### src/rtl/dii_pkg.sv
// DII debug-ring shared definitions.
// Flit geometry, packet classes, header indices, packetizer states.
package dii_pkg;

  localparam int FLIT_WIDTH = 16;
  localparam int ADDR_WIDTH = 10;

  localparam logic [1:0] PKT_REG_REQ  = 2'b00;
  localparam logic [1:0] PKT_REG_RESP = 2'b01;
  localparam logic [1:0] PKT_EVENT    = 2'b10;

  localparam int HDR_DEST  = 0;
  localparam int HDR_SRC   = 1;
  localparam int HDR_FLAGS = 2;

  typedef enum logic [2:0] {
    S_IDLE,
    S_DEST,
    S_SRC,
    S_FLAGS,
    S_PAYLOAD
  } pk_state_t;

endpackage

### src/rtl/dii_event_packetizer.sv
// Event-to-DII packetizer feeding one local port of the debug ring.
// Emits dest/src/flags header flits, then up to MAX_PAYLOAD payload flits.
import dii_pkg::*;

module dii_event_packetizer #(
  parameter int         FLIT_WIDTH  = dii_pkg::FLIT_WIDTH,
  parameter int         MAX_PAYLOAD = 8,
  parameter logic [1:0] PKT_TYPE    = PKT_EVENT,
  localparam int        LW          = $clog2(MAX_PAYLOAD + 1)
) (
  input  logic                            clk,
  input  logic                            rst,
  input  logic [9:0]                      id,
  input  logic                            event_valid,
  output logic                            event_ready,
  input  logic [9:0]                      event_dest,
  input  logic [3:0]                      event_subtype,
  input  logic [LW-1:0]                   event_len,
  input  logic [MAX_PAYLOAD*FLIT_WIDTH-1:0] event_data,
  output logic [FLIT_WIDTH-1:0]           out_data,
  output logic                            out_valid,
  output logic                            out_first,
  output logic                            out_last,
  input  logic                            out_ready,
  output logic [15:0]                     pkt_count
);

  localparam logic [LW-1:0] MAXP = LW'(MAX_PAYLOAD);

  pk_state_t state_q, state_d;

  logic [9:0]                        id_q;
  logic [9:0]                        dest_q;
  logic [3:0]                        sub_q;
  logic [LW-1:0]                     len_q;
  logic [LW-1:0]                     idx_q;
  logic [MAX_PAYLOAD*FLIT_WIDTH-1:0] data_q;

  logic [LW-1:0]         len_in;
  logic [FLIT_WIDTH-1:0] flags;
  logic [FLIT_WIDTH-1:0] word;
  logic                  accept;
  logic                  done;
  logic                  pay_last;

  assign len_in = (event_len > MAXP) ? MAXP : event_len;
  assign word   = data_q[int'(idx_q)*FLIT_WIDTH +: FLIT_WIDTH];
  assign accept = event_valid & event_ready;
  assign pay_last = (idx_q == len_q - LW'(1));

  // Flags flit: class in the top two bits, subtype in the low nibble.
  always_comb begin
    flags = '0;
    flags[FLIT_WIDTH-1 -: 2] = PKT_TYPE;
    flags[3:0] = sub_q;
  end

  // State register.
  always_ff @(posedge clk or negedge rst) begin
    if (!rst) state_q <= S_IDLE;
    else      state_q <= state_d;
  end

  // Next state and flit outputs, decoded from registered state only.
  always_comb begin
    state_d     = state_q;
    out_valid   = 1'b0;
    out_first   = 1'b0;
    out_last    = 1'b0;
    out_data    = '0;
    event_ready = 1'b0;
    done        = 1'b0;
    unique case (state_q)
      S_IDLE: begin
        event_ready = rst;
        if (event_valid) state_d = S_DEST;
      end
      S_DEST: begin
        out_valid = 1'b1;
        out_first = 1'b1;
        out_data  = FLIT_WIDTH'(dest_q);
        if (out_ready) state_d = S_SRC;
      end
      S_SRC: begin
        out_valid = 1'b1;
        out_data  = FLIT_WIDTH'(id_q);
        if (out_ready) state_d = S_FLAGS;
      end
      S_FLAGS: begin
        out_valid = 1'b1;
        out_data  = flags;
        out_last  = (len_q == '0);
        if (out_ready) begin
          if (len_q == '0) begin
            state_d = S_IDLE;
            done    = 1'b1;
          end else begin
            state_d = S_PAYLOAD;
          end
        end
      end
      S_PAYLOAD: begin
        out_valid = 1'b1;
        out_data  = word;
        out_last  = pay_last;
        if (out_ready && pay_last) begin
          state_d = S_IDLE;
          done    = 1'b1;
        end
      end
      default: state_d = S_IDLE;
    endcase
  end

  // Event capture, payload index and completed-packet counter.
  always_ff @(posedge clk or negedge rst) begin
    if (!rst) begin
      id_q      <= '0;
      dest_q    <= '0;
      sub_q     <= '0;
      len_q     <= '0;
      idx_q     <= '0;
      data_q    <= '0;
      pkt_count <= '0;
    end else begin
      if (accept) begin
        id_q   <= id;
        dest_q <= event_dest;
        sub_q  <= event_subtype;
        len_q  <= len_in;
        data_q <= event_data;
        idx_q  <= '0;
      end else if (state_q == S_PAYLOAD && out_ready) begin
        idx_q <= idx_q + LW'(1);
      end
      if (done) pkt_count <= pkt_count + 16'd1;
    end
  end

endmodule

### config.mk
export PLATFORM = sky130hd
export DESIGN_NAME = dii_event_packetizer
export DESIGN_NICKNAME = d
export VERILOG_FILES = /design/src/rtl/dii_pkg.sv /design/src/rtl/dii_event_packetizer.sv
export SDC_FILE = /design/constraint.sdc
export NUM_CORES = 1
export LEC_CHECK = 0
export CELL_PAD_IN_SITES_DETAIL_PLACEMENT = 1
export CELL_PAD_IN_SITES_GLOBAL_PLACEMENT = 1
export CORE_ASPECT_RATIO = 0.5
export CORE_UTILIZATION = 40
export CTS_CLUSTER_SIZE = 30
export DETAILED_ROUTE_END_ITERATION = 12
export PLACE_DENSITY_LB_ADDON = 0.1
export SLEW_MARGIN = 0
export SYNTH_ARGS = -nofsm -noshare
export SYNTH_HDL_FRONTEND = slang
export SYNTH_SLANG_ARGS = --single-unit
export TNS_END_PERCENT = 20
### constraint.sdc
create_clock -name clk -period 3.3 [get_ports clk]
set_input_delay 0.33 -clock clk [delete_from_list [all_inputs] [get_ports clk]]
set_output_delay 0.33 -clock clk [all_outputs]
set_load 0.01 [all_outputs]
==> results of run 1 <==
-- path summary, 6_finish.rpt --
path / from / to / slack [ps]
setup / recovery: state_q[1] / out_data[7] / 200
hold / removal: rst / sub_q[1] / 330
setup reg to reg: state_q[2] / data_q[37] / 830
hold reg to reg: pkt_count[15] / pkt_count[15] / 480
max in group asynchronous: rst / idx_q[1] / 1580
min in group clk: event_data[6] / data_q[6] / 420
-- Yosys cell counts (6+ instances only) --
library cell	instances	share of area
mux2_2	6	0.0082
xor2_1	13	0.014
dfrtp_1	179	0.55
o22ai_1	10	0.0076
nor2_1	16	0.0073
nand2_1	471	0.22
xnor2_1	11	0.012
a22oi_1	10	0.0091
buf_2	16	0.0097
clkbuf_1	31	0.014
mux2i_1	16	0.019
mux4_2	32	0.088
-- report_power, final --
group | switching (mW) | internal [mW] | total [mW]
Clock | 0.913 | 1.32 | 2.24
Combinational | 1.62 | 1.64 | 3.25
Sequential | 0.751 | 3.11 | 3.86
-- flip-flops by register name (all words and copies together) (netlist names) --
register / count
sub_q: 4
len_q: 4
idx_q: 4
pkt_count: 16
id_q: 10
data_q: 128
state_q: 3
dest_q: 10
-- metrics by stage --
stage | hold WS [ps] | power [mW] | utilization
2_1_floorplan | 34.41 | 5.695 | -
3_3_place_gp | 204.0 | 6.941 | 0.5271
3_5_place_dp | 205.0 | 7.101 | 0.5271
4_1_cts | 315.5 | 9.405 | 0.5603
5_1_grt | 339.5 | 9.951 | 0.5604
6_report | 326.3 | 9.346 | 0.5604
-- final cells by class --
class | count | area [µm²] | share of cell area
flip-flops and latches | 179 | 4482 | 0.4044
clock inverters | 13 | 193.9 | 0.01750
well taps | 266 | 332.8 | 0.03003
repair buffers | 208 | 2103 | 0.1898
multi-input cells | 635 | 3502 | 0.3160
inverters | 4 | 15.01 | 0.001355
clock buffers | 19 | 452.9 | 0.04087
-- timing repair --
item                                    4_1_cts  5_1_grt
hold buffers                                  1        0
endpoints found under the hold margin        23        0
endpoints found under the setup margin        0        2
resized for setup                             0        1
-- layer usage --
layer	up-vias	wire length, µm	track usage
li1	3157	-	-
met2	120	11100	0.3849
met3	18	935	0.04543
met5	-	0	0
met1	3399	12440	0.3693
met4	0	211	0.05109
-- worst register-to-register path: cells and delay by family (launching register included) --
| kind | cells | cell delay [ps] |
|---|---|---|
| simple gates | 4 | 1590 |
| buf+inv | 1 | 320 |
| flops | 1 | 510 |
-- cell families after synthesis --
| family | synth area share |
|---|---|
| AO/OA/AOI/OAI | 0.02711 |
| multiplexers | 0.1155 |
| flip-flops | 0.5453 |
| buffers and inverters | 0.02985 |
| XOR/XNOR | 0.02833 |
| AND/OR/NAND/NOR | 0.2478 |
| adder cells (fa/ha/maj) | 0.006093 |
==> results.py, run 1 <==
metrics = {
    "critical_path": {
        "path_depth": 5,
        "worst-path-buf-inv": 1,
        "end_kind": "primary output",
        "crit_family": "simple AND/OR/NAND/NOR gates",
        "cpMaxStageDelayCell": "clkdlybuf4s50_1",
        "critPathKind": "reg2out",
        "crit_arrival_ps": 2770,
        "crit_chain": "nor2_1 -> nand2_1 -> or2_2 -> o22ai_1 -> clkdlybuf4s50_1",
        "r2r_cells": 5,
        "startpoint_type": "register",
        "slowest_delay_ps": 610,
        "crit_required_ps": 2970,
        "path_max_fanout": 16,
    },
    "floorplanning": {
        "ios": 196,
        "die_area_mm2": 0.02115,
        "start_util": 0.4154,
        "die_h_um": 103.3,
        "rows": 36,
        "core_area_mm2": 0.01977,
        "die_w_um": 204.7,
    },
    "logic_synthesis": {
        "netlist_area_mm2": 0.008214,
        "syn-num-nets": 1035,
        "ys_types": 39,
        "yosys_warnings": 0,
        "synth_enable_flop_cells": 0,
        "synthFlopType": "dfrtp_1",
        "syn_inst": 871,
        "synth_seq_area_share": 0.5453,
        "syn_avg_cell_area_um2": 9.431,
        "synthArstFlopShare": 1.000,
        "ys_seq_elements": 179,
    },
    "clocking": {
        "cts_setup_buffers": 0,
        "cts-root-buf": "clkbuf_16",
        "htreeDepth": 4,
        "clk_latency_ps": 430,
        "clk_pin_slew_ps": 70,
        "clockBufferDepth": 2,
        "numCtsBuffers": 17,
        "cts_tree": "done",
        "clock-sinks": 179,
    },
    "sta": {
        "slew_headroom": 0.2958,
        "rsz0062_at_grt": "false",
        "setup_ws_ps": 203.5,
        "final-setup-viol-count": 0,
        "max_freq_mhz": 323.0,
        "tns_ps": 0,
        "min_period_over_period": 0.9383,
        "fin_crit_ps": 3096,
        "hold_viol_final": 0,
        "tightest_slew_ps": 1056,
        "drv_slew": 0,
        "finClkSkew_ps": 13.58,
    },
    "layout": {
        "mostFrequentLayoutCells": "nand2_1, clkdlybuf4s50_1, dfrtp_1, mux4_2, clkbuf_16",
        "diodes": 0,
        "fillers": 2210,
        "design_area_mm2": 0.01108,
        "area_growth_pct": 34.91,
        "nets": 1209,
        "final_cells": 1324,
        "drive_above_1_share": 0.08412,
        "final_common_cell": "nand2_1",
    },
    "route": {
        "vias_per_cell": 5.056,
        "drt_pass1_iterations": 4,
        "remaining_drc_errors": 0,
        "vias": 6694,
        "drt_iter0_markers": 400,
        "wire_per_inst_um": 18.65,
        "drt_wl_total_um": 24690,
        "ant_nets": 0,
    },
    "global_route": {
        "antenna_found_initial": 0,
        "first_global_vias": 7035,
        "track_usage": 0.2493,
        "grt_max_degree": 82,
        "grt_pass1_wl_um": 39230,
        "grt_overflow": 0,
    },
    "min_path": {
        "worstHoldPathType": "in2async",
    },
    "power": {
        "irDropWorstVdd_mv": 0.3201,
        "powerDensity_mw_per_mm2": 843.4,
        "leakage_nw": 5.240,
    },
    "place": {
        "dpl_cell_area_mm2": 0.01042,
        "place_hpwl_um": 17920,
        "dpl_worst_slack_ps": 659.4,
        "io_buffers": 195,
        "dp.cells": 1291,
        "place.gp.congestion": 0.7975,
    },
    "flow_run": {
        "maxCapViolCount": 0,
    },
    "status": {
        "status": "finished clean",
    },
}
(Power assumes the default switching activity.)
==> run 2: changes to the inputs <==
--- a/config.mk
+++ b/config.mk
@@ -11,6 +11,7 @@
 export CORE_UTILIZATION = 40
 export CTS_CLUSTER_SIZE = 30
 export DETAILED_ROUTE_END_ITERATION = 12
+export GPL_ROUTABILITY_DRIVEN = 0
 export PLACE_DENSITY_LB_ADDON = 0.1
 export SLEW_MARGIN = 0
 export SYNTH_ARGS = -nofsm -noshare
==> constraint.sdc (replaced) <==
create_clock -name clk -period 3.6 [get_ports clk]
set_input_delay 0.36 -clock clk [delete_from_list [all_inputs] [get_ports clk]]
set_output_delay 0.36 -clock clk [all_outputs]
set_load 0.01 [all_outputs]
==> results.py, run 2 (synthesized netlist as in run 1, its figures left out) <==
metrics = {
    "route": {
        "ant_nets": 0,
        "drt_wl_total_um": 24580,
        "vias_per_cell": 5.021,
        "wire_per_inst_um": 18.62,
        "drt_iter0_markers": 367,
        "vias": 6628,
        "drt_pass1_iterations": 4,
        "remaining_drc_errors": 0,
    },
    "layout": {
        "final_cells": 1320,
        "final_common_cell": "nand2_1",
        "top_regs": "data_q x128, pkt_count x16",
        "mostFrequentLayoutCells": "nand2_1, clkdlybuf4s50_1, dfrtp_1, mux4_2, clkbuf_16",
        "area_growth_pct": 33.56,
        "drive_above_1_share": 0.07875,
        "nets": 1207,
        "diodes": 0,
        "largest_reg_flops": 128,
        "regMostFlops": "data_q",
        "post-route-util": 0.5548,
        "design_area_mm2": 0.01097,
    },
    "critical_path": {
        "path_max_fanout": 16,
        "r2r_slack_ps": 1040,
        "crit_arrival_ps": 2790,
        "startpoint_type": "register",
        "crit_required_ps": 3240,
        "r2r_cells": 6,
        "critPathKind": "reg2out",
        "r2r-start": "state_q[2]",
        "end_kind": "primary output",
        "reg2reg_to": "data_q[18]",
    },
    "power": {
        "finalPower_mw": 8.339,
        "swShare": 0.3546,
        "power_frac_seq": 0.418,
        "pwr-share-comb": 0.361,
        "leakage_nw": 5.179,
        "powerDensity_mw_per_mm2": 760.2,
        "power.switching_mw": 2.957,
        "intPower_mw": 5.383,
        "pwr-share-clk": 0.221,
        "irDropWorstVdd_mv": 0.3802,
    },
    "floorplanning": {
        "rows": 36,
        "die_area_mm2": 0.02115,
        "die_h_um": 103.3,
        "die_w_um": 204.7,
        "start_util": 0.4154,
        "core_area_mm2": 0.01977,
        "ios": 196,
    },
    "sta": {
        "rsz0062_at_grt": "false",
        "min_period_over_period": 0.8758,
        "finClkSkew_ps": 8.828,
        "hold_viol_final": 0,
        "max_freq_mhz": 317.2,
        "drv_slew": 0,
        "setup_ws_ps": 447.3,
        "tightest_slew_ps": 1039,
        "final-setup-viol-count": 0,
        "fin_crit_ps": 3153,
        "tns_ps": 0,
        "slew_headroom": 0.3073,
        "whs_ps": 22.86,
    },
    "clocking": {
        "clk_latency_ps": 440,
        "cts_setup_buffers": 0,
        "clock-sinks": 179,
        "numCtsBuffers": 17,
        "clockBufferDepth": 2,
        "cts-root-buf": "clkbuf_16",
        "holdBufCountCts": 0,
        "cts_tree": "done",
        "htreeDepth": 4,
        "cts-resized-gates": 0,
        "clk_pin_slew_ps": 70,
    },
    "global_route": {
        "grt_max_degree": 180,
        "grt_pass1_wl_um": 39010,
        "antenna_found_initial": 0,
        "track_usage": 0.2479,
        "first_global_vias": 7090,
        "grt_overflow": 0,
    },
    "flow_run": {
        "maxCapViolCount": 0,
    },
    "place": {
        "dp.cells": 1290,
        "io_buffers": 195,
        "dpl_cell_area_mm2": 0.01040,
        "place_hpwl_um": 17540,
        "dpl_worst_slack_ps": 934.1,
    },
    "status": {
        "status": "finished clean",
    },
    "min_path": {
        "worstHoldPathType": "in2async",
    },
}
==> run 2: changes by cell type in the layout (fill, tap and decap cells not counted), moves of 2 or more <==
cell and delta:
inv_8 -2, inv_6 -2, bufinv_16 -2, clkinvlp_4 +3, clkbuf_1 +2
==> run 2: power groups by stage <==
stage | combinational, mW | clock [mW] | sequential [mW]
final | 3.01 | 1.84 | 3.48
after global routing | 3.37 | 1.94 | 3.58
after CTS | 3.06 | 1.88 | 3.48
after global placement | 2.88 | 0 | 3.45
after floorplan | 2.04 | 0 | 3.18
after detailed placement | 3.03 | 0 | 3.49
==> run 2: layout make-up <==
| cell class | count | area, µm² |
|---|---|---|
| multi-input cells | 635 | 3500 |
| inverters | 4 | 15.01 |
| fillers | 2230 | 8803 |
| flip-flops and latches | 179 | 4482 |
| repair buffers | 206 | 2073 |
| well taps | 266 | 332.8 |
| clock buffers | 21 | 460.4 |
| clock inverters | 9 | 107.6 |
==> run 2: worst max path at each step <==
| stage | slack [ps] | end | cells after the start | from |
|---|---|---|---|---|
| after global routing | 280 | out_data[3] | 4 | state_q[0] |
| final | 450 | out_data[4] | 5 | state_q[0] |
| after floorplan | 1560 | data_q[100] | 8 | state_q[2] |
| after detailed placement | 930 | out_data[4] | 4 | idx_q[1] |
| after CTS | 460 | out_data[0] | 4 | state_q[0] |
| after global placement | 950 | out_data[7] | 4 | idx_q[1] |
==> run 2: critical path: stages, from the launching register on <==
cell	delay (ps)
dfrtp_1	500
nor2_1	370
nand2_1	120
or2_2	460
o22ai_1	300
clkdlybuf4s50_1	600
==> run 2: per-layer routing <==
| layer | share of wire | routed length, µm | track usage | vias to the layer above |
|---|---|---|---|---|
| li1 | - | - | - | 3144 |
| met1 | 0.48 | 11820 | 0.3466 | 3330 |
| met2 | 0.46 | 11400 | 0.3929 | 126 |
| met3 | 0.041 | 1015 | 0.05107 | 28 |
| met4 | 0.014 | 341 | 0.07520 | 0 |
| met5 | 0 | 0 | 0 | - |
==> variant 1 (config.mk and constraints of run 1) <==
Change the parameter `MAX_PAYLOAD` from 8 to 32.
--- a/src/rtl/dii_event_packetizer.sv
+++ b/src/rtl/dii_event_packetizer.sv
@@ -4,7 +4,7 @@
 
 module dii_event_packetizer #(
   parameter int         FLIT_WIDTH  = dii_pkg::FLIT_WIDTH,
-  parameter int         MAX_PAYLOAD = 8,
+  parameter int         MAX_PAYLOAD = 32,
   parameter logic [1:0] PKT_TYPE    = PKT_EVENT,
   localparam int        LW          = $clog2(MAX_PAYLOAD + 1)
 ) (
Interface: changed (resized event_data and event_len); port bits go from 196 to 582. The function was not compared with the original's and may differ.
==> variant 1 against run 1 <==
  * The run now ends with setup timing left
  * Power grew to 3.1 times the old value
  * Fmax is 8.3% lower
  * Via count increased to 3.3 times the old value
  * Area after synthesis grew to 3.2 times the old value
  * Design area grew to 3.2 times the old value
  * Worst hold slack got worse by 0.14 ns
  * Count of clock-buffer cells in the layout increased by 54
  * Worst setup slack worse by 0.28 ns
  * Routed wire length grew to 3.9 times the old value
  * Sequential cell count grew 388
==> variant 1: results (changes against run 1) <==
stage,metric,value,unit,change
placement,dp_slack,0.0462,ns,-0.613 ns
placement,portBuffers,581,,+200%
power_and_ir_drop,p_leak,16.8,nW,+220%
status,violations,setup timing,,
status,status,finished with violations,,
finish,finalNetCount,3824,,+220%
global_routing,grt_start_max_net_pins,261,,+220%
detailed_routing,vias,21800,,+230%
setup_path,cp_slowest_stage_delay,0.57,ns,-0.04 ns
synth,synthTopCellsByArea,"dfrtp_1 (55%), nand2_1 (24%), mux4_2 (12%), buf_2 (1.4%), clkbuf_1 (1.1%)",,
finish,fin_cells,4185,,+220%
sta,setup_viol,11,,+11
detailed_routing,first_iter_violations,1896,,+370%
setup_path,reg2reg_to,data_q[338]$_DFFE_PN0P_,,
setup_path,cp_top_family,multiplexers,,
synth,synth.net_count,3288,,+220%
detailed_routing,wl_met1,39900,um,+220%
detailed_routing,dr.pass1.iters,5,,+1
synth,synth_commonest_cells,"nand2_1 (1,636), dfrtp_1 (567), mux4_2 (143)",,
finish,largestRegisters,"data_q x512, pkt_count x16",,
synth,netlist_instances,2738,,+210%
global_routing,track_usage,29.3,%,+4.3 points
global_routing,grt_pass1_wl,144000,um,+270%
sta,fin_setup_tns,-0.363,ns,-0.363 ns
global_routing,first_global_vias,23500,,+230%
sta,fin_ws,-0.0785,ns,-0.282 ns
placement,dpl.cell_count,4070,,+220%
sta,finClkSkew,0.0174,ns,+0.00382 ns
finish,drive_above_1_share,11.3,%,+2.9 points
sta,slew_headroom,21.7,%,-7.9 points
power_and_ir_drop,peakVddDrop,0.455,mV,+42%
synth,synth_cell_types,45,,+15%
clock_tree,h-tree-depth,2,,-2
setup_path,endpoint,out_data[0],,
clock_tree,clk_latency,0.61,ns,+0.18 ns
setup_path,crit_start,idx_q[0]$_DFFE_PN0P_,,
setup_path,r2r_slack,0.68,ns,-0.15 ns
setup_path,worst_path_max_delay_cell,mux4_2,,
setup_path,crit_arrival,3.05,ns,+0.28 ns
clock_tree,cts_buffer_depth,3,,+1
placement,hpwlAfterDp,70000,um,+290%
setup_path,crit_path_max_fanout,6,,-10
synth,yosysSeqAreaShare,54.7,%,+0.16 points
detailed_routing,wl_met2,49100,um,+340%
placement,routabilityCongestion,0.955,,+20%
variant 1: changes by cell type in the layout (fill, tap and decap cells not counted), sizes merged, moves of 9 or more:
cell	before	now
dfrtp	179	567
clkinv	3	13
clkdlybuf4s50	194	563
nand2	471	1637
nand4	3	12
buf	13	84
o21ai	5	20
mux4	32	143
nor2b	3	18
clkbuf	19	74
variant 1: per-layer routing:
metal,track usage (%),vias up
li1,-,9863
met1,38.7,11300
met4,8.17,0
met3,3.99,144
met2,50.7,551
met5,0,-
variant 1: how the worst min path moves through the flow:
| stage | startpoint | endpoint | slack (ns) | cells after the start |
|---|---|---|---|---|
| floorplan | rst | data_q[0]$_DFFE_PN0P_ | 0.03 | 0 |
| global placement | rst | pkt_count[11]$_DFFE_PN0P_ | 0.23 | 1 |
| detailed placement | rst | pkt_count[11]$_DFFE_PN0P_ | 0.23 | 1 |
| CTS | rst | pkt_count[10]$_DFFE_PN0P_ | 0.18 | 2 |
| global route | rst | pkt_count[9]$_DFFE_PN0P_ | 0.19 | 2 |
| finish | rst | pkt_count[11]$_DFFE_PN0P_ | 0.18 | 2 |
variant 1: logic make-up after synthesis:
kind of cell    count (synthesis)  synth area share [%]
simple gates                 1724                  25.6
flops                         567                  54.7
buf+inv                       177                  3.15
mux                           177                  13.8
compound gates                 62                  1.64
xor+xnor                       27                 0.912
fa+ha+maj                       4                 0.193
variant 1: per-stage QoR:
| step | utilization (%) | power (mW) |
|---|---|---|
| 6_report | 55.2 | 29.1 |
| 3_3_place_gp | 51.4 | 21.4 |
| 4_1_cts | 55.1 | 29.1 |
| 5_1_grt | 55.2 | 30.7 |
| 3_5_place_dp | 51.4 | 21.8 |
| 2_1_floorplan | - | 17.4 |
variant 1: report_power, final:
group          total (mW)  switching (mW)  internal (mW)  leakage (nW)
logic                10.2            5.36           4.81          8.68
clock network        6.71            2.84           3.87         0.932
registers            12.2            2.24           10.0          7.14
variant 1: final cells by class:
type	count	area, um^2
clock buffer	73	1570
clock inverter	22	295
fill	7048	28500
inverter	5	18.8
multi-input combinational	1994	11200
sequential	567	14200
tap	871	1090
timing repair buffer	653	6750
variant 1: repair_timing:
item / CTS / global route
cloned: 7 / 0
pin swaps: 9 / 10
endpoints found under the hold margin: 28 / 0
resized for setup: 118 / 29
endpoints found under the setup margin: 17 / 16
hold buffers: 1 / 0
setup buffers: 11 / 3
variant 1: worst reg2reg max path: cells and delay by family (launching register included):
kind | cells | cell delay [ns]
buffers and inverters | 2 | 0.71
flip-flops | 1 | 0.50
AND/OR/NAND/NOR | 4 | 1.35
==> variant 2 (config.mk and constraints of run 1) <==
Without the edit above. Make the reset (`rst`) synchronous in 2 clocked blocks.
--- a/src/rtl/dii_event_packetizer.sv
+++ b/src/rtl/dii_event_packetizer.sv
@@ -56,7 +56,7 @@
   end
 
   // State register.
-  always_ff @(posedge clk or negedge rst) begin
+  always_ff @(posedge clk) begin
     if (!rst) state_q <= S_IDLE;
     else      state_q <= state_d;
   end
@@ -113,7 +113,7 @@
   end
 
   // Event capture, payload index and completed-packet counter.
-  always_ff @(posedge clk or negedge rst) begin
+  always_ff @(posedge clk) begin
     if (!rst) begin
       id_q      <= '0;
       dest_q    <= '0;
Check against the original RTL: differs if rst is asserted again (counterexample within 4 cycles, from zero or initial values and one cycle with rst low); with rst held inactive, the same outputs for 10 cycles.
==> variant 2 against run 1 <==
  * Routed wire length rose by 2.3%
  * Clock skew fell by 0.0030 ns
  * Design area fell by 4.2%
  * Worst setup slack improved by 0.0015 ns
  * Register-to-register slack improved by 0.04 ns
  * Synthesized cell count rose by 8.6%
  * Fmax barely moved
  * Area after synthesis fell by 4.0%
  * Sequential cell count did not move
  * Largest cell class is now multi-input gates
Power is not compared: it rests on default switching activity, and its combinational part moved more than twofold at a synthesized area within 25%.
==> variant 2: results (changes against run 1) <==
stage,metric,value,unit,change
setup_path,crit_path_max_fanout,16,,unchanged
synth,synth_cell_types,42,,+7.7%
clock_tree,post_cts_buffers,0,,unchanged
clock_tree,numCtsBuffers,17,,unchanged
sta,slew_headroom,29.0,%,-0.59 points
detailed_routing,vias,7263,,+8.5%
placement,hpwlAfterDp,18100,um,+1.2%
global_routing,grt_overflow,0,,unchanged
clock_tree,clockRootBuffer,clkbuf_16,,
synth,synthArstFlopShare,0,%,-100 points
power_and_ir_drop,p_leak,4.42,nW,
global_routing,first_global_vias,7454,,+6.0%
synth,synthTopCellsByArea,"dfxtp_1 (45%), nand2_1 (16%), nand3_1 (10%), mux4_2 (9.1%), mux2i_1 (3.8%)",,
setup_path,crit_start,state_q[2]$_SDFFE_PN0P_,,
setup_path,r2r_cells,6,,+1
hold_path,holdCritPathClass,input pin to register,,
synth,synth_commonest_cells,"nand2_1 (340), dfxtp_1 (179), nand3_1 (161)",,
synth,yosysSeqAreaShare,45.4,%,-9.1 points
detailed_routing,first_iter_violations,420,,+5.0%
setup_path,crit_arrival,2.76,ns,about the same
clock_tree,path_clk_slew,0.06,ns,
power_and_ir_drop,peakVddDrop,0.285,mV,
finish,finalNetCount,1268,,+4.9%
clock_tree,clk_latency,0.43,ns,about the same
setup_path,r2r_slack,0.87,ns,+0.04 ns
detailed_routing,dr.pass1.iters,5,,+1
sta,finClkSkew,0.0105,ns,-0.00304 ns
clock_tree,cts_resized,0,,unchanged
finish,drive_above_1_share,8.33,%,-0.086 points
detailed_routing,routed_wl,25300,um,+2.3%
placement,routabilityCongestion,0.829,,+3.9%
global_routing,grt_pass1_wl,40000,um,+1.9%
hold_path,worstHoldStart,rst,,
global_routing,track_usage,25.5,%,+0.54 points
global_routing,grt_start_max_net_pins,101,,+23%
setup_path,reg2reg_to,data_q[63]$_SDFFE_PN0P_,,
finish,final_util,56.4,%,+0.34 points
clock_tree,h-tree-depth,4,,unchanged
placement,portBuffers,195,,unchanged
status,status,"finished, final reports clean",,
synth,synth.net_count,1110,,+7.2%
[variant 2: cell count changes after synthesis, moves of 12 or more]
cell / before / now
nand2b_1: 2 / 14
nand3_1: 5 / 161
dfxtp_1: 0 / 179
buf_1: 4 / 17
mux2i_1: 16 / 30
nand2_1: 471 / 340
dfrtp_1: 179 / 0
buf_2: 16 / 28
a21oi_1: 2 / 20
[variant 2: area by class of cell]
class,count,area [um^2]
Clock buffer,22,464
Clock inverter,10,123
Sequential cell,179,3590
Multi-Input combinational cell,689,3980
Tap cell,259,324
Inverter,4,15.0
Antenna cell,1,2.50
Timing Repair Buffer,213,2130
Fill cell,2196,8210
[variant 2: cells by family (layout without fill, tap and decap cells)]
group	count (synthesis)	after routing	share of synthesized area (%)
AND/OR/NAND/NOR	562	562	31.2
flip-flops	179	179	45.4
buffers and inverters	78	249	4.30
multiplexers	67	67	13.7
AO/OA/AOI/OAI	46	46	3.51
XOR/XNOR	10	10	1.30
adder cells (fa/ha/maj)	4	4	0.634
other	0	1	0
[variant 2: layer usage]
metal  track usage [%]  routed length [um]
met1              34.8               12100
met2              41.6               11700
met3              4.73                1240
met4              7.34                 257
met5                 0                   0
[variant 2: worst max-delay path: stages (launching register included)]
cell	delay, ns
dfxtp_1	0.72
nand2_1	0.21
or2_2	0.49
o21bai_1	0.32
clkdlybuf4s50_1	0.60
[variant 2: metrics by stage]
stage / area [um^2] / cells / hold WS, ns / setup WS, ns
2_1_floorplan: 7890 / 946 / 0.429 / 1.36
3_3_place_gp: 10000 / 1344 / 0.438 / 0.796
3_5_place_dp: 10000 / 1344 / 0.443 / 0.688
4_1_cts: 10600 / 1376 / 0.295 / 0.226
5_1_grt: 10600 / 1376 / 0.324 / 0.0638
6_report: 10600 / 1377 / 0.309 / 0.205
[variant 2: worst max path at each step]
stage / to / cells after the start / slack [ns]
2_1_floorplan: out_data[3] / 5 / 1.36
3_3_place_gp: out_data[15] / 4 / 0.80
3_5_place_dp: out_data[15] / 4 / 0.69
4_1_cts: out_data[15] / 4 / 0.23
5_1_grt: out_data[15] / 4 / 0.06
6_report: out_data[15] / 4 / 0.21
[variant 2: report_power, final]
group | leakage (nW) | internal (mW) | switching, mW
clock | 0.277 | 1.16 | 0.881
sequential | 1.47 | 2.33 | 0.0946
combinational | 2.67 | 0.350 | 0.333
